## config.mk

```make
export PLATFORM = sky130hd
export DESIGN_NAME = fetch_unit_flat
export DESIGN_NICKNAME = d
export VERILOG_FILES = /design/src/rtl/fetch_unit_if.sv /design/src/rtl/fetch_unit.sv /design/src/flat_wrapper.sv
export SDC_FILE = /design/constraint.sdc
export NUM_CORES = 1
export LEC_CHECK = 0
export CORE_MARGIN = 8
export CORE_UTILIZATION = 40
export DETAILED_ROUTE_END_ITERATION = 8
export GPL_ROUTABILITY_DRIVEN = 1
export PLACE_DENSITY = 0.72
export SLEW_MARGIN = 25
export SYNTH_ARGS = -nofsm -noshare
export SYNTH_HDL_FRONTEND = slang
export SYNTH_SLANG_ARGS = --single-unit
```

## constraint.sdc

```tcl
create_clock -name clk -period 4.1 [get_ports clk]
set_input_delay 1.025 -clock clk [delete_from_list [all_inputs] [get_ports clk]]
set_output_delay 1.025 -clock clk [all_outputs]
set_load 0.1 [all_outputs]
```

## src/rtl/fetch_unit_if.sv

```systemverilog
// ----------------------------------------------------------------------------
// fetch_unit_if
// Bundles every handshake/bus signal of the fetch unit: the PC input channel,
// the redirect (flush), the instruction-memory request/response channel and
// the decode-facing instruction channel.
//
// Modports
//   master : the fetch unit itself (consumes pc, drives imem requests and the
//            ir_* entry for decode).
//   slave  : the surrounding environment (PC register, imem, decode).
//
// Signals
//   pc[31:0], pc_valid, pc_ready        PC -> fetch handshake
//   flush                               redirect, drop everything in flight
//   imem_req, imem_addr[31:0], imem_gnt request channel to instruction memory
//   imem_rvalid, imem_rdata[31:0]       in-order response channel
//   ir_valid, ir_ready                  fetch -> decode handshake
//   ir_inst[31:0], ir_pc[31:0]          head entry payload
//   ir_misalign                         head entry is a misaligned-fetch marker
// ----------------------------------------------------------------------------
interface fetch_unit_if;
    logic [31:0] pc;
    logic        pc_valid;
    logic        pc_ready;
    logic        flush;
    logic        imem_req;
    logic [31:0] imem_addr;
    logic        imem_gnt;
    logic        imem_rvalid;
    logic [31:0] imem_rdata;
    logic        ir_valid;
    logic        ir_ready;
    logic [31:0] ir_inst;
    logic [31:0] ir_pc;
    logic        ir_misalign;

    modport master (
        input  pc, pc_valid, flush, imem_gnt, imem_rvalid, imem_rdata, ir_ready,
        output pc_ready, imem_req, imem_addr, ir_valid, ir_inst, ir_pc, ir_misalign
    );

    modport slave (
        output pc, pc_valid, flush, imem_gnt, imem_rvalid, imem_rdata, ir_ready,
        input  pc_ready, imem_req, imem_addr, ir_valid, ir_inst, ir_pc, ir_misalign
    );
endinterface

```

## src/rtl/fetch_unit.sv

```systemverilog
// ----------------------------------------------------------------------------
// fetch_unit
// Single-outstanding instruction fetcher. Accepts a PC, issues one request to
// instruction memory, and queues the returned word together with its PC in a
// 2-entry output FIFO whose head is presented to decode with no bubble.
// A flush drops the FIFO contents and any in-flight fetch; a response that is
// still owed by memory after a flush is swallowed in the DRAIN state.
//
// Ports
//   clk    : clock, all state on posedge
//   rst    : synchronous, active-high reset
//   io_bus : fetch_unit_if.master (pc/flush/imem/ir channels)
//
// Build option
//   FETCH_MISALIGN_CHK_EN : when defined, a PC with pc[1:0]!=0 issues no memory
//   request; instead a marker entry {pc, NOP, misalign=1} is queued at the
//   next edge. When undefined, the low PC bits are ignored for addressing and
//   ir_misalign is constant 0.
// ----------------------------------------------------------------------------
module fetch_unit (
    input  logic            clk,
    input  logic            rst,
    fetch_unit_if.master    io_bus
);

    localparam logic [31:0] RESET_ADDR = 32'h0000_8000;
    localparam logic [31:0] NOP_INST   = 32'h0000_0013;

    typedef enum logic [1:0] {
        IDLE      = 2'd0,
        REQ       = 2'd1,
        WAIT_DATA = 2'd2,
        DRAIN     = 2'd3
    } state_t;

    typedef struct packed {
        logic [31:0] pc;
        logic [31:0] inst;
        logic        misalign;
    } entry_t;

    // ---------------- state ----------------
    state_t      r_state;
    logic [31:0] r_addr;
    entry_t      r_fifo [2];
    logic        r_rd_ptr;
    logic        r_wr_ptr;
    logic [1:0]  r_cnt;

    // ---------------- combinational ----------------
    state_t      w_state_nxt;
    logic        w_ir_valid;
    logic        w_pop;
    logic [1:0]  w_cnt_after_pop;
    logic        w_pc_ready;
    logic        w_pc_hs;
    logic        w_misalign;
    logic        w_capture;
    logic        w_push;
    entry_t      w_push_entry;
    entry_t      w_head;

    assign w_head          = r_fifo[r_rd_ptr];
    assign w_ir_valid      = (r_cnt != 2'd0);
    assign w_pop           = w_ir_valid && io_bus.ir_ready;
    assign w_cnt_after_pop = r_cnt - {1'b0, w_pop};

    // Accept a new PC only when idle and a slot is guaranteed for its result.
    // Counting this cycle's pop lets a full FIFO refill without a bubble, and
    // since only one fetch is ever in flight, a push can never meet a full
    // FIFO. pc_ready is held low during the reset cycle.
    assign w_pc_ready = (r_state == IDLE) && !rst && !io_bus.flush &&
                        (w_cnt_after_pop < 2'd2);
    assign w_pc_hs    = w_pc_ready && io_bus.pc_valid;

`ifdef FETCH_MISALIGN_CHK_EN
    assign w_misalign = (io_bus.pc[1:0] != 2'b00);
`else
    assign w_misalign = 1'b0;
`endif

    // ---------------- FSM: state register ----------------
    always_ff @(posedge clk) begin
        if (rst) begin
            r_state <= IDLE;
        end else begin
            r_state <= w_state_nxt;
        end
    end

    // ---------------- FSM: next state / actions ----------------
    always_comb begin
        w_state_nxt  = r_state;
        w_capture    = 1'b0;
        w_push       = 1'b0;
        w_push_entry = '{pc: r_addr, inst: io_bus.imem_rdata, misalign: 1'b0};

        unique case (r_state)
            IDLE: begin
                // w_pc_hs already excludes flush, so flush simply stays here.
                if (w_pc_hs) begin
                    if (w_misalign) begin
                        // No memory access: queue a NOP marker right away.
                        w_push       = 1'b1;
                        w_push_entry = '{pc: io_bus.pc, inst: NOP_INST, misalign: 1'b1};
                    end else begin
                        w_capture   = 1'b1;
                        w_state_nxt = REQ;
                    end
                end
            end
            REQ: begin
                if (io_bus.flush) begin
                    // An ungranted request is simply withdrawn. If memory grants
                    // in the very flush cycle a response is still owed, so it
                    // must be swallowed rather than left to arrive in IDLE.
                    w_state_nxt = io_bus.imem_gnt ? DRAIN : IDLE;
                end else if (io_bus.imem_gnt) begin
                    w_state_nxt = WAIT_DATA;
                end
            end
            WAIT_DATA: begin
                if (io_bus.flush) begin
                    w_state_nxt = io_bus.imem_rvalid ? IDLE : DRAIN;
                end else if (io_bus.imem_rvalid) begin
                    w_push      = 1'b1;
                    w_state_nxt = IDLE;
                end
            end
            DRAIN: begin
                // The owed response is discarded; further flushes just wait.
                if (io_bus.imem_rvalid) begin
                    w_state_nxt = IDLE;
                end
            end
            default: w_state_nxt = IDLE;
        endcase
    end

    // ---------------- address register ----------------
    always_ff @(posedge clk) begin
        if (rst) begin
            r_addr <= RESET_ADDR;
        end else if (w_capture) begin
            r_addr <= io_bus.pc;
        end
    end

    // ---------------- output FIFO ----------------
    // Flush wins over push and pop in the same cycle, including a pop that
    // decode believes it completed.
    always_ff @(posedge clk) begin
        if (rst) begin
            r_cnt    <= 2'd0;
            r_rd_ptr <= 1'b0;
            r_wr_ptr <= 1'b0;
            for (int i = 0; i < 2; i++) begin
                r_fifo[i] <= '0;
            end
        end else if (io_bus.flush) begin
            r_cnt    <= 2'd0;
            r_rd_ptr <= 1'b0;
            r_wr_ptr <= 1'b0;
        end else begin
            if (w_push) begin
                r_fifo[r_wr_ptr] <= w_push_entry;
                r_wr_ptr         <= ~r_wr_ptr;
            end
            if (w_pop) begin
                r_rd_ptr <= ~r_rd_ptr;
            end
            r_cnt <= r_cnt + {1'b0, w_push} - {1'b0, w_pop};
        end
    end

    // ---------------- outputs ----------------
    assign io_bus.pc_ready  = w_pc_ready;
    assign io_bus.imem_req  = (r_state == REQ);
    // Memory is word addressed; the unmodified PC travels with the entry.
    assign io_bus.imem_addr = {r_addr[31:2], 2'b00};
    assign io_bus.ir_valid  = w_ir_valid;
    assign io_bus.ir_inst   = w_head.inst;
    assign io_bus.ir_pc     = w_head.pc;
    // Without the misalign check nothing ever stores a 1 here, so this
    // output is constant 0 in that build.
    assign io_bus.ir_misalign = w_head.misalign;

endmodule

```

## src/flat_wrapper.sv

```systemverilog
// flat-port wrapper written by rule: the top's interface ports become plain ports
module fetch_unit_flat 
  (clk, rst, io_bus_pc, io_bus_pc_valid, io_bus_flush, io_bus_imem_gnt, io_bus_imem_rvalid, io_bus_imem_rdata, io_bus_ir_ready, io_bus_pc_ready, io_bus_imem_req, io_bus_imem_addr, io_bus_ir_valid, io_bus_ir_inst, io_bus_ir_pc, io_bus_ir_misalign);
  fetch_unit_if io_bus_i ();
  input  logic clk;
  input  logic rst;
  input wire logic [$bits(io_bus_i.pc)-1:0] io_bus_pc;
  input wire logic [$bits(io_bus_i.pc_valid)-1:0] io_bus_pc_valid;
  input wire logic [$bits(io_bus_i.flush)-1:0] io_bus_flush;
  input wire logic [$bits(io_bus_i.imem_gnt)-1:0] io_bus_imem_gnt;
  input wire logic [$bits(io_bus_i.imem_rvalid)-1:0] io_bus_imem_rvalid;
  input wire logic [$bits(io_bus_i.imem_rdata)-1:0] io_bus_imem_rdata;
  input wire logic [$bits(io_bus_i.ir_ready)-1:0] io_bus_ir_ready;
  output wire logic [$bits(io_bus_i.pc_ready)-1:0] io_bus_pc_ready;
  output wire logic [$bits(io_bus_i.imem_req)-1:0] io_bus_imem_req;
  output wire logic [$bits(io_bus_i.imem_addr)-1:0] io_bus_imem_addr;
  output wire logic [$bits(io_bus_i.ir_valid)-1:0] io_bus_ir_valid;
  output wire logic [$bits(io_bus_i.ir_inst)-1:0] io_bus_ir_inst;
  output wire logic [$bits(io_bus_i.ir_pc)-1:0] io_bus_ir_pc;
  output wire logic [$bits(io_bus_i.ir_misalign)-1:0] io_bus_ir_misalign;
  assign io_bus_i.pc = io_bus_pc;
  assign io_bus_i.pc_valid = io_bus_pc_valid;
  assign io_bus_i.flush = io_bus_flush;
  assign io_bus_i.imem_gnt = io_bus_imem_gnt;
  assign io_bus_i.imem_rvalid = io_bus_imem_rvalid;
  assign io_bus_i.imem_rdata = io_bus_imem_rdata;
  assign io_bus_i.ir_ready = io_bus_ir_ready;
  assign io_bus_pc_ready = io_bus_i.pc_ready;
  assign io_bus_imem_req = io_bus_i.imem_req;
  assign io_bus_imem_addr = io_bus_i.imem_addr;
  assign io_bus_ir_valid = io_bus_i.ir_valid;
  assign io_bus_ir_inst = io_bus_i.ir_inst;
  assign io_bus_ir_pc = io_bus_i.ir_pc;
  assign io_bus_ir_misalign = io_bus_i.ir_misalign;
  fetch_unit u_core (.clk(clk), .rst(rst), .io_bus(io_bus_i));
endmodule
```

==> results.yml <==
run_status:
  status: "finished clean"
clock_network:
  cts_root_buf: "clkbuf_16"
  htree_num_levels: 4
  cts_resized: 0
  path_clk_slew_ns: 0.07
  clock_latency_ns: 0.42
  post_cts_buffers: 0
  ctsHoldBuffers: 0
  cts_tree: "yes"
  cts_sinks: 167
  clock_path_buffers: 2
  numCtsBuffers: 17
min_path:
  hold_start: "u_core.r_addr[8]"
  hold_path.class: "register to register"
  min_path_cells: 2
setup_path:
  crit_path_top_delay_cell: "xor2_1"
  crit_family: "buffers and inverters"
  cp.arrival_ns: 2.74
  crit_start: "io_bus_ir_ready"
  end_kind: "output port"
  cp.required_ns: 3.07
  path_class: "input pin to output port"
  critPathMaxStageDelay_ns: 0.47
  critPathLaunchType: "input pin"
  cp_cell_sequence: "clkdlybuf4s50_1 -> o21a_1 -> ha_1 -> xor2_1 -> nor2_1 -> buf_12"
  crit_buf_inv: 2
  cp.depth: 6
  reg2reg_depth: 6
  crit_fanout: 5
  reg2reg_from: "u_core.r_cnt[1]"
timing:
  finalMaxSlewViolations: 0
  holdWs_ns: 0.513
  finalSetupViolCount: 0
  fin_crit_ns: 3.77
  fin_crit_sh_pct: 91.8
  fin_skew_ns: 0.0118
  tns_ns: 0
  hold_viol: 0
  worstMarginPinSlew_ns: 1.03
  slew_headroom_pct: 30.9
  rsz0062_at_grt: "no"
  max_freq_mhz: 266
yosys:
  syn_avg_cell_area_um2: 14.2
  yosysSeqAreaShare_pct: 61.4
  synth-seq-cells: 167
  synth_warnings: 0
  synth_area_mm2: 0.00754
  async_reset_ff_share_pct: 0
  synthFlopType: "edfxtp_1"
  ys_types: 38
  synthCells: 530
  synth_edf_count: 128
final_layout:
  drive_above_1_share_pct: 42.0
  nets: 741
  final_cells: 915
  area_growth_pct: 28.1
  diodes: 0
global_route:
  grt_pass1_wl_mm: 25.4
  grt_start_max_net_pins: 65
  overflow: 0
  grt_use_total_pct: 13.9
  grt_pass1_vias: 4770
  antenna_found_initial: 0
drt:
  wl_per_cell_um: 17.7
  drt-initial-drc-count: 241
  drt-vias-per-instance: 4.80
  drt_pre_antenna_iters: 5
  drc_errors: 0
  vias: 4391
  routed_wl_mm: 16.2
  antenna_left: 0
place:
  dpl.hpwl_mm: 10.6
  portBuffers: 167
  placedCellCount: 883
  gp_congestion: 0.784
die:
  die_w_um: 153
  core_mm2: 0.0186
  die-area_mm2: 0.0235
  rows: 50
  num_io_pins: 171
  start_util_pct: 40.6
  fp.dieH_um: 153
pwr:
  p_leak_nw: 3.78
  power_density_mw_per_mm2: 429
  ir_drop_v: 0.000271
run:
  max-cap-violations: 0
-- report_power, final --
part / internal [mW] / leakage (nW) / switching (mW) / total [mW]
combinational: 0.192 / 1.86 / 0.480 / 0.672
sequential: 1.89 / 1.64 / 0.0352 / 1.92
clock: 0.911 / 0.273 / 0.637 / 1.55
total: 2.99 / 3.78 / 1.15 / 4.14
-- synthesized netlist by cell type (all sizes together), types with 2 or more instances --
master / n / share of area (%)
a21o: 2 / 0.20
a21oi: 2 / 0.13
a221o: 2 / 0.27
and2: 129 / 12
buf: 38 / 4.0
clkbuf: 23 / 1.3
dfxtp: 39 / 10
edfxtp: 128 / 51
ha: 2 / 0.33
inv: 6 / 0.30
mux2: 93 / 14
nand4: 2 / 0.17
nor2: 5 / 0.25
nor2b: 29 / 2.4
nor3: 7 / 0.91
o31ai: 2 / 0.20
xnor2: 4 / 0.46
-- cell usage in the layout, fill, tap and decap left out, types with 4 or more instances in the layout --
cell and instances:
clkbuf_1 4, nor2_1 5, mux2_2 93, xnor2_1 4, edfxtp_1 128, dfxtp_1 38, inv_1 6, clkbuf_16 18
clkdlybuf4s50_1 101, and2_1 50, and2_2 79, nor3_1 4, buf_4 73, nor2b_1 29
-- cell type report --
type / count / area (µm²)
clock buffers: 24 / 493
clock inverters: 8 / 85.1
fillers: 1564 / 8930
inverters: 6 / 22.5
multi-input cells: 298 / 2510
flip-flops and latches: 167 / 4630
well taps: 234 / 293
repair buffers: 178 / 1620
-- path summary, 6_finish.rpt --
kind | end | slack (ns)
max reg2reg | u_core.r_addr[21] | 2.03
min | u_core.r_addr[8] | 0.51
min reg2reg | u_core.r_addr[8] | 0.51
max | io_bus_pc_ready | 0.33
-- through the flow --
step | total power [mW] | setup WS, ns | instance area (µm²) | util, %
floorplan | 2.46 | 0.193 | 7540 | -
global placement | 2.62 | 0.444 | 9070 | 48.8
detailed placement | 2.63 | 0.348 | 9070 | 48.8
CTS | 4.19 | 0.338 | 9650 | 52.0
global route | 4.28 | 0.192 | 9650 | 52.0
finish | 4.14 | 0.335 | 9650 | 52.0
-- tightest hold or removal path: stages (launching register included) --
cell,delay [ns]
dfxtp_1,0.33
o31ai_1,0.07
a21oi_1,0.06
-- layer usage --
layer,vias to the layer above,wire length (µm),part of all wire [%],track usage [%]
li1,2094,-,-,-
met5,-,0,0,0
met3,15,1000,6.2,4.93
met4,0,145,0.89,3.77
met1,2164,7000,43,16.0
met2,118,8080,50,24.1
-- logic make-up after synthesis --
group | count (synthesis) | synth area share [%]
AO/OA/AOI/OAI | 13 | 1.29
flip-flops | 167 | 61.4
multiplexers | 94 | 14.0
adder cells (fa/ha/maj) | 2 | 0.332
other | 1 | 0.0498
buffers and inverters | 67 | 5.68
XOR/XNOR | 5 | 0.581
AND/OR/NAND/NOR | 181 | 16.7
-- state kept, by name, indices dropped and copies added, names as in the netlist, named ones only --
signal,flops
u_core.r_addr,32
u_core.r_cnt,2
u_core.r_fifo,128
u_core.r_rd_ptr,1
u_core.r_state,2
u_core.r_wr_ptr,1
Note: power is estimated with default switching activity, not from simulation.
